### src/rtl/axil_led_gpio_slave.sv
// AXI4-Lite register slave: LED/GPIO bank, scratch, ID and heartbeat.
// Drives gpio_led_out from LED_OUT or a heartbeat-derived blink pattern.
module axil_led_gpio_slave #(
  parameter int          ADDR_W    = 12,
  parameter logic [31:0] ID_VALUE  = 32'h1900_C0DE,
  parameter logic [3:0]  LED_RESET = 4'b0000,
  parameter int          BLINK_BIT = 26
) (
  input  logic              clk_in,
  input  logic              rst,
  input  logic [ADDR_W-1:0] s_axil_awaddr,
  input  logic              s_axil_awvalid,
  output logic              s_axil_awready,
  input  logic [31:0]       s_axil_wdata,
  input  logic [3:0]        s_axil_wstrb,
  input  logic              s_axil_wvalid,
  output logic              s_axil_wready,
  output logic [1:0]        s_axil_bresp,
  output logic              s_axil_bvalid,
  input  logic              s_axil_bready,
  input  logic [ADDR_W-1:0] s_axil_araddr,
  input  logic              s_axil_arvalid,
  output logic              s_axil_arready,
  output logic [31:0]       s_axil_rdata,
  output logic [1:0]        s_axil_rresp,
  output logic              s_axil_rvalid,
  input  logic              s_axil_rready,
  output logic [3:0]        gpio_led_out
);

  localparam logic [1:0] OKAY   = 2'b00;
  localparam logic [1:0] SLVERR = 2'b10;
  localparam logic [ADDR_W-3:0] N_REGS = (ADDR_W-2)'(5);

  logic              aw_held;
  logic              w_held;
  logic [ADDR_W-3:0] aw_idx;
  logic [31:0]       wdata_q;
  logic [3:0]        wstrb_q;
  logic              bvalid;
  logic [1:0]        bresp;
  logic              rvalid;
  logic [31:0]       rdata;
  logic [1:0]        rresp;

  logic [3:0]        led_reg;
  logic [31:0]       scratch;
  logic              blink;
  logic [31:0]       hb;
  logic [3:0]        led_q;

  logic              wr_go;
  logic              wr_ok;
  logic              ar_ok;
  logic [31:0]       rd_word;
  logic [1:0]        rd_resp;
  logic              unused_ok;

  assign unused_ok = ^{s_axil_araddr[1:0], s_axil_awaddr[1:0]};

  // Readies are forced low while reset is held.
  assign s_axil_awready = !rst && !aw_held && !bvalid;
  assign s_axil_wready  = !rst && !w_held && !bvalid;
  assign s_axil_arready = !rst && !rvalid;

  assign s_axil_bvalid = bvalid;
  assign s_axil_bresp  = bresp;
  assign s_axil_rvalid = rvalid;
  assign s_axil_rdata  = rdata;
  assign s_axil_rresp  = rresp;
  assign gpio_led_out  = led_q;

  assign wr_go = aw_held && w_held && !bvalid;
  assign wr_ok = aw_idx < N_REGS;
  assign ar_ok = s_axil_araddr[ADDR_W-1:2] < N_REGS;

  always_comb begin
    rd_word = '0;
    rd_resp = OKAY;
    if (!ar_ok) begin
      rd_resp = SLVERR;
    end else begin
      unique case (s_axil_araddr[4:2])
        3'd0:    rd_word = ID_VALUE;
        3'd1:    rd_word = {28'd0, led_reg};
        3'd2:    rd_word = scratch;
        3'd3:    rd_word = hb;
        3'd4:    rd_word = {31'd0, blink};
        default: rd_resp = SLVERR;
      endcase
    end
  end

  always_ff @(posedge clk_in) begin
    if (rst) begin
      aw_held <= 1'b0;
      w_held  <= 1'b0;
      aw_idx  <= '0;
      wdata_q <= '0;
      wstrb_q <= '0;
      bvalid  <= 1'b0;
      bresp   <= OKAY;
    end else begin
      if (s_axil_awvalid && s_axil_awready) begin
        aw_held <= 1'b1;
        aw_idx  <= s_axil_awaddr[ADDR_W-1:2];
      end
      if (s_axil_wvalid && s_axil_wready) begin
        w_held  <= 1'b1;
        wdata_q <= s_axil_wdata;
        wstrb_q <= s_axil_wstrb;
      end
      if (wr_go) begin
        bvalid <= 1'b1;
        bresp  <= wr_ok ? OKAY : SLVERR;
      end
      if (bvalid && s_axil_bready) begin
        bvalid  <= 1'b0;
        aw_held <= 1'b0;
        w_held  <= 1'b0;
      end
    end
  end

  always_ff @(posedge clk_in) begin
    if (rst) begin
      led_reg <= LED_RESET;
      scratch <= '0;
      blink   <= 1'b0;
    end else if (wr_go && wr_ok) begin
      if (aw_idx[2:0] == 3'd1 && wstrb_q[0])
        led_reg <= wdata_q[3:0];
      if (aw_idx[2:0] == 3'd2) begin
        for (int i = 0; i < 4; i++)
          if (wstrb_q[i])
            scratch[8*i +: 8] <= wdata_q[8*i +: 8];
      end
      if (aw_idx[2:0] == 3'd4 && wstrb_q[0])
        blink <= wdata_q[0];
    end
  end

  always_ff @(posedge clk_in) begin
    if (rst) begin
      rvalid <= 1'b0;
      rdata  <= '0;
      rresp  <= OKAY;
    end else if (s_axil_arvalid && s_axil_arready) begin
      rvalid <= 1'b1;
      rdata  <= rd_word;
      rresp  <= rd_resp;
    end else if (rvalid && s_axil_rready) begin
      rvalid <= 1'b0;
    end
  end

  always_ff @(posedge clk_in) begin
    if (rst) begin
      hb    <= '0;
      led_q <= LED_RESET;
    end else begin
      hb    <= hb + 32'd1;
      led_q <= blink ? ({4{hb[BLINK_BIT]}} ^ 4'b0101) : led_reg;
    end
  end

endmodule

### config.mk
export PLATFORM = sky130hd
export DESIGN_NAME = axil_led_gpio_slave
export DESIGN_NICKNAME = d
export VERILOG_FILES = /design/src/rtl/axil_led_gpio_slave.sv
export SDC_FILE = /design/constraint.sdc
export NUM_CORES = 1
export LEC_CHECK = 0
export CORE_ASPECT_RATIO = 0.5
export CORE_UTILIZATION = 49
export DETAILED_ROUTE_END_ITERATION = 8
export HOLD_SLACK_MARGIN = 0.12
export PLACE_DENSITY = 0.75
export SETUP_SLACK_MARGIN = 0.02
export SYNTH_ARGS = -nofsm -noshare
export SYNTH_HDL_FRONTEND = slang
export SYNTH_SLANG_ARGS = --single-unit
### constraint.sdc
create_clock -name clk_in -period 2.82 [get_ports clk_in]
set_clock_uncertainty 0.15 [all_clocks]
set_input_delay 0.564 -clock clk_in [delete_from_list [all_inputs] [get_ports clk_in]]
set_output_delay 0.564 -clock clk_in [all_outputs]
set_load 0.1 [all_outputs]
==> metrics.csv, run 1 <==
metric,value,unit
place_congestion,0.862,
dp_hpwl,11900,um
start_util,50.7,%
rsz0062_at_grt,no,
hold_viol_final,0,
grt_max_degree,83,
grt_util_all_layers,26.3,%
p_leak,2.84,nW
finalCriticalPeriod,2450,ps
drc_errors,0,
vias,6034,
slew_headroom,42.9,%
drt_iter0_markers,563,
dp_slack,177,ps
clock.fmax,409,MHz
diodes,0,
placed_cell_area,7550,um^2
synth.most_common_cell,dfxtp_1,
cellPowerDensity,616,nW/um^2
netlist_instances,775,
synth.cell_area,6470,um^2
dieWidth,165,um
wl_per_cell,16.9,um
worst_path_max_delay_cell,or4_1,
critPathArrivalTime,2590,ps
routed_wl,17400,um
grt-ovfl-total,0,
r2r-end,hb[31],
clk_latency,420,ps
yosysTopAreaCell,dfxtp_1,
clkPwrFrac,46.2,%
yosysTopAreaCellShare,48.6,%
hold_path_class,in -> reg,
cts_root_buffer,clkbuf_16,
cts_tree,done,
clk_pin_slew,60,ps
synth_edf_count,0,
endpoint_kind,flop,
vias_per_cell,5.85,
layout_worst_path_cycle_share,86.7,%
n_fill_cell,1108,
cts_resized,0,
worstMarginPinSlew,856,ps
synth_ff_type,dfxtp_1,
max_stage_delay,790,ps
cp.required,2970,ps
worstHoldStart,rst,
dieArea,13700,um^2
slew_violations,0,
synth.distinct_cells,50,
hold_depth,2,
grt_pass1_wl,28200,um
port_buffers,105,
h-tree-depth,4,
setup_violations,0,
synth_warnings,0,
maxCapViolCount,0,
antenna_found_initial,0,
fin_util,63.7,%
reg2reg_slack,370,ps
drt_pass1_iterations,5,
ir_worst_vdd,0.351,mV
drtAntennaViolNets,0,
synth.area.top_cells,"dfxtp_1, a21oi_1, nand2_1, nand4_1, a22oi_1",
power_frac_comb,8.0,%
p_sw,1.19,mW
synth_common_cells,"dfxtp_1, nand2_1, a21oi_1",
reg2reg_from,hb[8],
ff2ff_path_depth,4,
p_seq_share,45.9,%
intPower,3.82,mW
clock_sinks,157,
io_pins,112,
fin_tns_setup,0,ps
core-area,12800,um^2
post_cts_buffers,0,
ys_ff_latch,157,
swShare,23.7,%
hold_path_end,w_held,
design_area,8140,um^2
cp_cell_sequence,nand4_2 > or4_1 > nor4_2 > mux2_1,
path_buf_inv,0,
worstSetupStartpointType,flop,
worst_slack,374,ps
status,"complete, no violations",
worstSetupPathType,reg -> reg,
layout.nets,919,
syn_to_final_growth,25.7,%
yosysSeqAreaShare,48.6,%
placementRows,29,
cts_max_path_buffers,2,
layout-drive-gt1-share,11.7,%
die_h,83.3,um
async_flop_share,0,%
crit_fanout,17,
syn_area_per_cell,8.35,um^2
cp_top_family,simple AND/OR/NAND/NOR gates,
first_global_vias,5456,
ctsHoldBuffers,0,
cts-buffers-inserted,17,
## kinds of logic (layout without fill, tap and decap cells)
family | after synthesis | in the layout | share of synthesized area (%)
simple gates | 295 | 295 | 22.7
xor+xnor | 11 | 11 | 1.49
buf+inv | 74 | 159 | 4.68
compound gates | 229 | 229 | 21.2
flops | 157 | 157 | 48.6
other cells | 1 | 2 | 0.0579
fa+ha+maj | 1 | 1 | 0.193
mux | 7 | 7 | 1.14
## placed cells by master, fill, tap and decap left out, types with 17 or more instances in the layout
| cell | n |
|---|---|
| nand4_1 | 41 |
| dfxtp_1 | 156 |
| buf_4 | 60 |
| clkbuf_16 | 17 |
| o21ai_0 | 42 |
| a21oi_1 | 111 |
| nand2_1 | 118 |
| a22oi_1 | 28 |
| nor2_1 | 52 |
| clkdlybuf4s50_1 | 61 |
| a22o_1 | 19 |
## routing by layer
layer  GRT usage, %  vias to the layer above  routed length, um
met5              0                        -                  0
met4           6.34                        0                134
met3           4.95                       14               1140
met2           35.6                      189               7230
met1           41.7                     2901               8890
li1               -                     2930                  -
## worst max-delay path by stage
| stage | startpoint | slack [ps] | cells after the start | end |
|---|---|---|---|---|
| 2_1_floorplan | rst | 80 | 7 | wdata_q[10] |
| 3_3_place_gp | s_axil_arvalid | 230 | 6 | s_axil_rdata[30] |
| 3_5_place_dp | s_axil_arvalid | 180 | 6 | s_axil_rdata[18] |
| 4_1_cts | hb[8] | 430 | 4 | hb[31] |
| 5_1_grt | hb[8] | 310 | 4 | hb[31] |
| 6_report | hb[8] | 370 | 4 | hb[31] |
## cell type report
class | instances | area [um^2] | area share [%]
inverter | 7 | 26.3 | 0.323
tap | 170 | 213 | 2.61
multi-input combinational | 545 | 3070 | 37.7
clock buffer | 20 | 447 | 5.49
timing repair buffer | 123 | 1100 | 13.5
sequential | 157 | 3140 | 38.6
clock inverter | 9 | 138 | 1.69
## stage by stage
stage	total power, mW	cells	hold slack (ps)
2_1_floorplan	2.58	776	286
3_3_place_gp	2.73	1002	292
3_5_place_dp	2.74	1002	298
4_1_cts	5.02	1031	259
5_1_grt	5.16	1031	270
6_report	5.01	1031	261
## power groups by stage
stage / Clock (mW) / Sequential, mW / Combinational (mW)
2_1_floorplan: 0 / 2.36 / 0.218
3_3_place_gp: 0 / 2.34 / 0.390
3_5_place_dp: 0 / 2.35 / 0.398
4_1_cts: 2.33 / 2.30 / 0.399
5_1_grt: 2.43 / 2.30 / 0.432
6_report: 2.31 / 2.30 / 0.399
(Power assumes the default switching activity.)
==> inputs of run 2 (changes only) <==
- CTS_BUF_LIST: unset -> sky130_fd_sc_hd__clkbuf_8
- GPL_TIMING_DRIVEN: unset -> 1
- SLEW_MARGIN: unset -> 20
==> run 2 against run 1 <==
Effect of this change: global-route usage shrank 0.55 points; flip-flop and latch count is the same; clock-buffer cell count shrank 2; via count shrank 0.94%; register-to-register slack gained 60 ps; total power shrank 12%; die area is the same; first-iteration DRC count shrank 7.8%; final cell count is the same; critical path depth is the same; wire length shrank 2.0%; sequential power is essentially flat; highest routed layer unchanged.
==> metrics.csv, run 2 (synthesis gave the netlist of run 1 again) <==
metric,value,unit
slew_violations,0,
antenna_found_initial,0,
clk_latency,450,ps
clkPwrFrac,38.9,%
die_h,83.3,um
slew_headroom,44.6,%
vias_per_cell,5.80,
layout.cells.most_common,dfxtp_1,
grt-ovfl-total,0,
place_congestion,0.862,
p_sw,1.12,mW
cts-buffers-inserted,17,
grt_util_all_layers,25.7,%
cp_top_family,simple AND/OR/NAND/NOR gates,
vias,5977,
p_seq_share,52.0,%
layout-drive-gt1-share,11.7,%
layout.nets,919,
n_fill_cell,1134,
fin_util,62.2,%
dp_hpwl,11900,um
endpoint_kind,flop,
core-area,12800,um^2
drt_pass1_iterations,5,
ctsHoldBuffers,0,
worstSetupStartpointType,flop,
wl_per_cell,16.5,um
cts_resized,0,
cts_root_buffer,clkbuf_8,
intPower,3.30,mW
ir_worst_vdd,0.232,mV
hold_viol_final,0,
worstSetupPathType,reg -> reg,
swShare,25.3,%
setup_violations,0,
clock.fmax,418,MHz
max_stage_delay,790,ps
cts_max_path_buffers,2,
crit_top_cell,or4_1,
cp.required,3040,ps
clock_sinks,157,
path_buf_inv,0,
dieWidth,165,um
mostFrequentLayoutCells,"dfxtp_1, nand2_1, a21oi_1",
post_cts_buffers,0,
drc_errors,0,
grt_max_degree,83,
h-tree-depth,4,
grt_pass1_wl,27600,um
worstMarginPinSlew,831,ps
diodes,0,
drtAntennaViolNets,0,
p_leak,2.76,nW
crit_fanout,17,
hold_path_class,in -> reg,
routed_wl,17100,um
io_pins,112,
syn_to_final_growth,22.8,%
dieArea,13700,um^2
layout_worst_path_cycle_share,84.8,%
cp_cell_sequence,nand4_2 > or4_1 > or4_1 > a21oi_1,
first_global_vias,5357,
worst_path_max_delay_cell,or4_1,
rsz0062_at_grt,no,
placementRows,29,
cellPowerDensity,555,nW/um^2
cts_tree,done,
start_util,50.7,%
clk_pin_slew,90,ps
port_buffers,105,
fin_total_pwr,4.41,mW
status,"complete, no violations",
critPathArrivalTime,2610,ps
drt_iter0_markers,519,
holdWs,230,ps
power_frac_comb,9.1,%
fin_tns_setup,0,ps
finalCriticalPeriod,2390,ps
maxCapViolCount,0,
run 2: cell type report:
cell class              count  area (um^2)  share of cell area, %
multi-input cells         545         3070                   38.6
inverters                   7         26.3                  0.331
clock buffers              18          248                   3.12
clock inverters            11          145                   1.83
repair buffers            123         1100                   13.9
well taps                 170          213                   2.68
flip-flops and latches    157         3140                   39.6
run 2: metrics by stage:
| step | setup slack, ps | instance area, um^2 | cells |
|---|---|---|---|
| after detailed placement | 177 | 7550 | 1002 |
| after floorplan | 84.8 | 6500 | 776 |
| after global routing | 333 | 7950 | 1031 |
| after CTS | 439 | 7950 | 1031 |
| final | 430 | 7950 | 1031 |
| after global placement | 233 | 7550 | 1002 |
run 2: power by group through the flow:
stage / clock network (mW) / logic, mW / registers (mW)
after floorplan: 0 / 0.218 / 2.36
after global placement: 0 / 0.390 / 2.34
after detailed placement: 0 / 0.398 / 2.35
after CTS: 1.74 / 0.399 / 2.29
after global routing: 1.84 / 0.431 / 2.30
final: 1.72 / 0.399 / 2.29
run 2: worst paths after layout:
path	from	end	slack, ps	cells past startpoint
setup / recovery	hb[8]	hb[29]	430	4
hold / removal	rst	w_held	230	2
setup reg to reg	hb[8]	hb[29]	430	4
hold reg to reg	s_axil_rdata[3]	s_axil_rdata[3]	300	2
run 2: per-layer routing:
metal	vias to the layer above	wire [um]	GRT usage (%)
met3	10	1150	5.44
met5	-	0	0
li1	2922	-	-
met4	0	83	4.84
met2	191	6970	34.3
met1	2854	8850	41.5
